`config.mk`:
```
export PLATFORM = sky130hd
export DESIGN_NAME = cpu_io_bridge
export DESIGN_NICKNAME = d
export VERILOG_FILES = /design/src/rtl/cpu_io_bridge.sv
export SDC_FILE = /design/constraint.sdc
export NUM_CORES = 1
export LEC_CHECK = 0
export CORE_AREA = 4 4 76 78
export DETAILED_ROUTE_END_ITERATION = 16
export DIE_AREA = 0 0 80 82
export PLACE_DENSITY = 0.79
export REMOVE_ABC_BUFFERS = 1
export SETUP_SLACK_MARGIN = 0.3
export SLEW_MARGIN = 0
export SYNTH_ARGS = -nofsm -noshare
export SYNTH_HDL_FRONTEND = slang
export SYNTH_SLANG_ARGS = --single-unit
```
`constraint.sdc`:
```
create_clock -name clk -period 2.4 [get_ports clk]
set_input_delay 0.24 -clock clk [delete_from_list [all_inputs] [get_ports clk]]
set_output_delay 0.24 -clock clk [all_outputs]
set_load 0.01 [all_outputs]
```
`src/rtl/cpu_io_bridge.sv`:
```
// Host-side responder for the processor's 8-bit IN/OUT ports: one-byte input holding register plus output FIFO.
// Optional macro CPU_IO_BRIDGE_DEDUP_EN suppresses output pushes that repeat the last pushed byte.
module cpu_io_bridge #(
   parameter int DEPTH = 4,
   parameter int AW    = 2
) (
   input  logic       clk,
   input  logic       reset,
   input  logic [7:0] host_in_data,
   input  logic       host_in_valid,
   output logic       host_in_ready,
   output logic [7:0] cpu_input,
   input  logic       cpu_in_rd,
   input  logic [7:0] cpu_output,
   input  logic       cpu_out_we,
   output logic [7:0] host_out_data,
   output logic       host_out_valid,
   input  logic       host_out_ready,
   output logic       in_underflow,
   output logic       out_overflow
);

   localparam logic [0:0] ST_EMPTY = 1'b0;
   localparam logic [0:0] ST_FULL  = 1'b1;
   localparam logic [AW:0] FULL_COUNT = (AW+1)'(DEPTH);

   logic [0:0]    state;
   logic [7:0]    mem [DEPTH];
   logic [AW-1:0] wr_ptr;
   logic [AW-1:0] rd_ptr;
   logic [AW:0]   count;
   logic          we_d;
   logic          push_req;
   logic          dup;
   logic          push;
   logic          pop;
   logic          full;
   logic          do_push;

   // ---------------- input channel ----------------
   assign host_in_ready = (state == ST_EMPTY);

   always_ff @(posedge clk or posedge reset) begin
      if (reset) begin
         state        <= ST_EMPTY;
         cpu_input    <= '0;
         in_underflow <= 1'b0;
      end else begin
         case (state)
            ST_EMPTY: begin
               if (cpu_in_rd)
                  in_underflow <= 1'b1;
               if (host_in_valid) begin
                  cpu_input <= host_in_data;
                  state     <= ST_FULL;
               end
            end
            default: begin
               if (cpu_in_rd)
                  state <= ST_EMPTY;
            end
         endcase
      end
   end

   // ---------------- output channel ----------------
   // One push per OUT instruction: only the 0->1 edge of OutE counts.
   assign push_req = cpu_out_we & ~we_d;

`ifdef CPU_IO_BRIDGE_DEDUP_EN
   logic [7:0] last_pushed;
   logic       last_valid;

   assign dup = last_valid && (last_pushed == cpu_output);

   always_ff @(posedge clk or posedge reset) begin
      if (reset) begin
         last_pushed <= '0;
         last_valid  <= 1'b0;
      end else if (do_push) begin
         last_pushed <= cpu_output;
         last_valid  <= 1'b1;
      end
   end
`else
   assign dup = 1'b0;
`endif

   assign push           = push_req & ~dup;
   assign host_out_valid = (count != '0);
   assign host_out_data  = mem[rd_ptr];
   assign pop            = host_out_valid & host_out_ready;
   assign full           = (count == FULL_COUNT);
   // A pop at full frees the slot the concurrent push needs.
   assign do_push        = push & (~full | pop);

   always_ff @(posedge clk or posedge reset) begin
      if (reset) begin
         wr_ptr       <= '0;
         rd_ptr       <= '0;
         count        <= '0;
         we_d         <= 1'b0;
         out_overflow <= 1'b0;
         for (int unsigned i = 0; i < DEPTH; i++)
            mem[i] <= '0;
      end else begin
         we_d <= cpu_out_we;
         if (do_push) begin
            mem[wr_ptr] <= cpu_output;
            wr_ptr      <= wr_ptr + 1'b1;
         end
         if (pop)
            rd_ptr <= rd_ptr + 1'b1;
         if (do_push && !pop)
            count <= count + 1'b1;
         else if (!do_push && pop)
            count <= count - 1'b1;
         if (push && !do_push)
            out_overflow <= 1'b1;
      end
   end

endmodule

```
# After elaboration in Yosys (flattened, before gate mapping)
# Index checks and enable logic that the tools add are counted.
# classes
add_sub_neg,4
magnitude_cmp,3
eq_ne,1
mux,11
n_bitwise,9
reduce_logical,10
# op_table
op,n
32-bit bitwise mux,1
8-bit two-way mux,3
8-bit binary-select mux with 2-bit select,1
8-bit demux with 2-bit select,1
"3-bit greater-or-equal comparator, second input constant",2
3-bit two-way mux,2
2-bit inverter with 3-bit output,2
"2-bit by 1-bit adder with 2-bit output, second input constant",2
1-bit logical AND,4
2-bit AND reduction,2
"3-bit by 1-bit adder with 3-bit output, second input constant",1
1-bit AND,3
"3-bit == test, second input constant",1
"3-bit by 1-bit less-than comparator with 1-bit output, second input constant",1
1-bit two-way mux,3
1-bit inverter,3
3-bit nonzero test,1
"3-bit by 1-bit subtractor with 3-bit output, second input constant",1
1-bit logical NOT,2
2-bit nonzero test,1
1-bit bitwise OR,1
# word_totals
regBits,51
in_bits,22
output_inout_bits,20
word_cells,50

# Logic depth before layout (Yosys ltp)
# Gate-level depths: netlist (run 1).
# logic_depth
depth_word,8
ltp_mapped,8
ltp_nobuf,8

# Worst setup path before layout (run 1)
# No wires, ideal clock.
# synth_timing
path_kind,register to register
startpoint,reg count[0]
endpoint,reg count[2]
setup_time_ns,0.079
t_arrival_ns,1.990
t_required_ns,2.321
slack_ns,0.331
path_stages_with_launch,9
n_path_buf,0
period_less_slack_ns,2.069
path_cell_list,dfrtp_1 -> or3_1 -> nand2_1 -> ha_1 -> inv_1 -> fa_1 -> xor2_1 -> nor2_1 -> xor2_1
# synth_via
elab_chain_cells,7
word_cells_on_any_way,15
classes_between,2 x add/sub; 1 x eq/ne; 2 x mux; 4 x bitwise; 6 x reduce/logical
# synth_lines
item,line,text
from (decl),31,logic [AW:0] count;
from (signal assigned),115,count <= count + 1'b1;
from (signal assigned),117,count <= count - 1'b1;
3-bit nonzero test (*),90,assign host_out_valid = (count != '0);
net host_out_valid,17,"output logic host_out_valid,"
1-bit AND (*),92,assign pop = host_out_valid & host_out_ready;
1-bit bitwise OR,95,assign do_push = push & (~full | pop);
1-bit AND,95,
1-bit logical NOT,116,else if (!do_push && pop)
1-bit logical AND,116,
2-bit nonzero test (no source line),-,
# The timed path passes the listed nets; every way through them passes the cells marked *. The select of a mux whose other input is x is not followed.
# A chain may end at the register's enable or synchronous reset.

# Final worst setup path (run 1)
# layout_timing
startpoint,reg count[1]
endpoint,reg count[1]
# layout_via
elab_chain_cells,7
word_cells_on_any_way,15
classes_between,2 x add/sub; 1 x eq/ne; 2 x mux; 4 x bitwise; 6 x reduce/logical
# layout_lines
item,line,text
3-bit nonzero test / 3-bit == test (equally long branches),"90, 93",
1-bit AND / 1-bit inverter (equally long branches),"92, 95",
1-bit bitwise OR (*),95,
1-bit AND (*),95,
net do_push,38,logic do_push;
1-bit logical NOT,116,
1-bit logical AND,116,
2-bit nonzero test (no source line),-,
# Marked as above.

==> reports/qor.yml, run 1 <==
outcome: "completed"
critical_path.cell_chain: "buf_4, nor4b_4, nor3b_2, ha_2, inv_1, fa_2, mux2_2"
p_total_mw: 3.66
rsz0062_at_grt: "yes"
synth_top_family_by_area: "multiplexers"
critical_path_class: "flip-flop to flip-flop"
hold_path.class: "input port to async pin"
fillers: 418
grtUsageTotal_pct: 15.2
setup_ws_ns: 0.372
min_period_ns: 2.03
regArea_um2: 1280
holdWs_ns: 0.276
yosys_warnings: 0
dp_slack_ns: -0.0290
ctsRootBufferMaster: "clkbuf_8"
relSlewSlack_pct: 53.2
syn_inst: 140
worstPathMaxFanout: 3
swShare_pct: 28.5
placementRows: 26
synth_fa_ha_area_share_pct: 3.66
grt_overflow: 0
ys_types: 25
grt_first_pass_wirelength_mm: 7.63
htree_levels: 2
p_comb_share_pct: 41.0
power_switching_mw: 1.04
final_layout_size_suffix_gt1_share_pct: 42.0
die_h_um: 82
start_util_pct: 44.5
clkTransAtPathRegs_ns: 0.09
nets: 220
setup_viol: 0
antenna_found_initial: 0
dieArea_um2: 6560
synth_xor_area_share_pct: 2.33
gp_congestion: 0.740
finalHoldViolations: 0
die_w_um: 80
met3_length_um: 284
tightest_slew_ns: 0.701
worstSetupEndpointType: "flip-flop"
clkSinkCount: 51
p_per_area_nw_per_um2: 1240
core_area_um2: 5070
top_layer: "met4"
syn_to_final_growth_pct: 31.1
drtAntennaViolNets: 0
drcViolationCount: 0
synthMuxAreaShare_pct: 28.9
wl_met1_mm: 1.83
cp_num_buf_inv: 2
ys_ff_latch: 51
wl_mm: 4.37
syn_avg_cell_area_um2: 16.1
fmax_ghz: 0.493
viasPerCell: 5.10
cap_violations: 0
yosysSeqAreaShare_pct: 56.5
p_seq_share_pct: 40.2
drtIter0Drc: 52
setup_tns_ns: 0
cts_buffers: 5
p_int_mw: 2.61
vdd_drop_max_mv: 0.544
synth_compound_area_share_pct: 1.05
cts_buffer_depth: 2
diodes: 0
netlist_area_um2: 2260
dr_wl_met2_mm: 2.23
crit_arrival_ns: 2.21
clkLatencyLatePin_ns: 0.29
hpwl_mm: 3.15
slew_violations: 0
io_pins: 42
slowest_delay_ns: 0.42
p_leak_nw: 1.29
cpMaxStageDelayCell: "dfrtp_2"
skew_ns: 0.00463
multi_input_area_um2: 931
cp_top_family: "adder cells"
period_share_pct: 84.5
routedWlPerCell_um: 16.6
port_buffers: 41
dr.pass1.iters: 6
required_ns: 2.58
cp-start-kind: "flip-flop"
grt_pass1_vias: 1527
cts_tree: "built"
power_frac_clock_pct: 18.8
synth-simple-area-share_pct: 4.49
via_count: 1340
grt_max_degree: 25
[per-stage QoR]
step / instance area, µm² / util [%] / instances
after global routing: 2960 / 58.3 / 263
after CTS: 2920 / 57.5 / 259
after global placement: 2750 / 54.1 / 249
after floorplan: 2210 / - / 133
final: 2960 / 58.3 / 263
after detailed placement: 2750 / 54.1 / 249
[layout make-up]
cell class                 instances  share of cell area, %
sequential                        51                   43.3
multi-input combinational         76                   31.5
timing repair buffer              52                   17.1
tap                               70                   2.96
clock buffer                       6                   2.45
clock inverter                     2                   2.03
inverter                           6                  0.761
[repair_timing]
| action | in CTS | in global routing |
|---|---|---|
| buffers inserted | 2 | 4 |
| setup endpoints to repair | 8 | 7 |
| hold buffers | 0 | 0 |
| pin swaps | 1 | 2 |
| resized for setup | 12 | 5 |
[layer usage]
metal / global-route usage (%) / up-vias
li1: - / 600
met1: 18.6 / 688
met2: 25.9 / 48
met3: 5.37 / 4
met4: 3.72 / 0
met5: 0 / -
[sequential cells by signal, indices dropped and copies added, names as in the netlist]
| name | cells |
|---|---|
| cpu_input | 8 |
| we_d | 1 |
| out_overflow | 1 |
| count | 3 |
| state | 1 |
| mem | 32 |
| in_underflow | 1 |
| wr_ptr | 2 |
| rd_ptr | 2 |
[power by group through the flow]
stage | clock network [mW] | logic (mW) | registers [mW]
finish | 0.688 | 1.50 | 1.47
global route | 0.743 | 1.63 | 1.52
CTS | 0.702 | 1.49 | 1.49
detailed placement | 0 | 1.45 | 1.52
global placement | 0 | 1.39 | 1.48
floorplan | 0 | 0.855 | 1.48
[cells by family after synthesis]
group | Yosys count
and+or+nand+nor | 11
adders and majority gates | 6
DFF | 51
AOI/OAI and AO/OA | 3
xor gates and xnor gates | 6
muxes | 50
buffers and inverters | 13
[synth_stat cells, drive strengths merged]
cell type   n  share of area, %
ha          5               2.8
nand3       1              0.22
nor2        1              0.17
inv         6               1.0
nor3b       1              0.33
dfrtp      51                57
nor4bb      1              0.44
or3         1              0.28
nor4b       1               1.1
and4b       1              0.44
a31o        1              0.39
nand2       1              0.17
nor2b       1              0.28
buf         6               1.8
o21bai      1              0.33
mux2       42                21
mux4        8               8.0
a21o        1              0.33
and4bb      2               1.1
xnor2       4               1.6
fa          1              0.89
clkbuf      1              0.17
xor2        2              0.78
[final timing paths]
path,startpoint,to,slack (ns),cells past startpoint
worst min-delay path,reset,cpu_input[4],0.28,2
worst max register to register,count[1],count[1],0.37,7
max in group asynchronous,reset,wr_ptr[1],1.53,3
min in group clk,out_overflow,out_overflow,0.48,1
worst min register to register,out_overflow,out_overflow,0.48,1
worst max-delay path,count[1],count[1],0.37,7
[cell usage in the layout (no fill, tap or decap), types with 2 or more instances in the layout]
cell type        Yosys  final
dfrtp_2              0      3
mux4_2               8      8
dlymetal6s2s_1       0      5
dfrtp_1             51     48
bufinv_16            0      2
and4bb_2             2      2
xnor2_1              4      4
clkbuf_8             0      5
mux2_2              42     42
ha_1                 5      4
dlygate4sd2_1        0      3
clkdlybuf4s50_1      0     33
inv_1                6      5
xor2_1               2      2
buf_4                0     10
No activity file was read; power rests on OpenSTA's default activity.
==> inputs of run 2 (changes only) <==
PLACE_DENSITY = 0.82   (was 0.79)
clock period = 1.7 ns   (was 2.4 ns; I/O delays follow)
==> run 2 against run 1 <==
Against the previous run: global-route usage up 2.3 points; sequential share of layout area fell by 4.6 points; worst setup slack got worse by 0.62 ns; the flow now finishes with violations (negative setup slack); largest power group unchanged; die area did not move; combinational power is 96% higher; sequential cell count is the same; cell count is 8.4% higher; hold slack worse by 0.11 ns; power is 61% higher; critical path type unchanged.
==> reports/qor.yml, run 2 (synthesized netlist as in run 1, its figures left out) <==
rsz0062_at_grt: "yes"
drtAntennaViolNets: 0  # unchanged
p_per_area_nw_per_um2: 1780  # +44%
outcome: "finished, violations left"
htree_levels: 2  # unchanged
fmax_ghz: 0.512  # +3.8%
cp-start-kind: "flip-flop"
crit_arrival_ns: 2.14  # -0.07 ns
relSlewSlack_pct: 74.3  # +21 points
wl_mm: 5.34  # +22%
grt_first_pass_wirelength_mm: 8.54  # +12%
holdWs_ns: 0.164  # -0.112 ns
worstPathMaxFanout: 2  # -1
p_total_mw: 5.87  # +61%
vdd_drop_max_mv: 1.10  # +100%
placementRows: 26  # unchanged
reg_top3: "mem: 32 flops, cpu_input: 8 flops, count: 3 flops"
finalHoldViolations: 0  # unchanged
p_leak_nw: 1.48  # +15%
final_layout_size_suffix_gt1_share_pct: 54.0  # +12 points
mostFrequentLayoutCells: "dfrtp_1 (50), clkdlybuf4s50_1 (26), mux2_2 (22), buf_6 (21), mux2_4 (20)"
final_util_pct: 65.1  # +6.8 points
hold_path.class: "input port to async pin"
clkLatencyLatePin_ns: 0.30  # about the same
slew_violations: 0  # unchanged
nets: 243  # +10%
clkSinkCount: 51  # unchanged
routedWlPerCell_um: 18.7  # +13%
largest_reg_flops: 32  # unchanged
via_count: 1427  # +6.5%
cts_buffer_depth: 2  # unchanged
gp_congestion: 0.817  # +10%
drcViolationCount: 0  # unchanged
dpl-instance-area_um2: 2850  # +3.7%
ctsRootBufferMaster: "clkbuf_8"
drtIter0Drc: 50  # -3.8%
hpwl_mm: 3.54  # +12%
r2r-start: "count[1]"
cts_buffers: 5  # unchanged
antenna_found_initial: 0  # unchanged
period_share_pct: 115  # +30 points
violations: "negative setup slack"
final_common_cell: "dfrtp_1"
required_ns: 1.88  # -0.70 ns
place_inst: 261  # +4.8%
dr.pass1.iters: 4  # -2
worstSetupEndpointType: "flip-flop"
skew_ns: 0.00507  # +0.000434 ns
diodes: 0  # unchanged
setup_ws_ns: -0.253  # -0.625 ns
fin_cells: 285  # +8.4%
clkTransAtPathRegs_ns: 0.09  # about the same
largest-register: "mem"
critical_path_class: "flip-flop to flip-flop"
viasPerCell: 5.01  # -1.7%
min_period_ns: 1.95  # -0.0751 ns
final_area_um2: 3300  # +12%
grt_max_degree: 37  # +48%
cap_violations: 0  # unchanged
start_util_pct: 44.5  # unchanged
port_buffers: 41  # unchanged
die_w_um: 80  # unchanged
grt_overflow: 0  # unchanged
cts_tree: "built"
dieArea_um2: 6560  # unchanged
cp-startpoint: "count[1]"
core_area_um2: 5070  # unchanged
setup_viol: 41  # +41
tightest_slew_ns: 0.384  # -0.317 ns
die_h_um: 82  # unchanged
grtUsageTotal_pct: 17.5  # +2.3 points
syn_to_final_growth_pct: 46.3
io_pins: 42  # unchanged
setup_tns_ns: -2.43  # -2.43 ns
dp_slack_ns: -0.633  # -0.604 ns
grt_pass1_vias: 1633  # +6.9%
[run 2: power by group]
part	switching, mW	internal [mW]
Clock	0.382	0.430
Combinational	0.992	1.94
Sequential	0.376	1.75
[run 2: cell type report]
type / count / area (µm²)
flip-flops and latches: 51 / 1280
well taps: 70 / 87.6
inverters: 6 / 22.5
fillers: 364 / 1770
multi-input cells: 76 / 1050
repair buffers: 75 / 756
clock inverters: 2 / 37.5
clock buffers: 5 / 68.8
[run 2: worst paths after layout]
kind                                 to  slack [ns]  depth (start not counted)
min                            count[2]        0.16                          2
min reg2reg                in_underflow        0.46                          1
max reg2reg                    count[1]       -0.25                          7
max in group asynchronous     rd_ptr[1]        1.01                          3
max                            count[1]       -0.25                          7
min in group clk           in_underflow        0.46                          1
[run 2: worst max-delay path, cell delays in order, from the launching register on]
cell	delay, ns
dfrtp_1	0.41
buf_6	0.13
nor4b_4	0.26
nor3b_2	0.11
ha_4	0.18
inv_2	0.05
fa_2	0.41
mux2_4	0.28
[run 2: layer usage]
layer / vias up / share of wire (%) / global-route usage, %
met5: - / 0 / 0
met4: 0 / 1.0 / 3.21
met3: 6 / 3.2 / 3.95
met2: 24 / 58 / 33.3
met1: 752 / 37 / 20.3
li1: 645 / - / -
[run 2: what timing repair did]
action | CTS | global route
gates resized for setup | 89 | 10
pin swaps | 9 | 3
setup endpoints to repair | 46 | 52
setup buffers | 13 | 4
hold buffers | 0 | 0
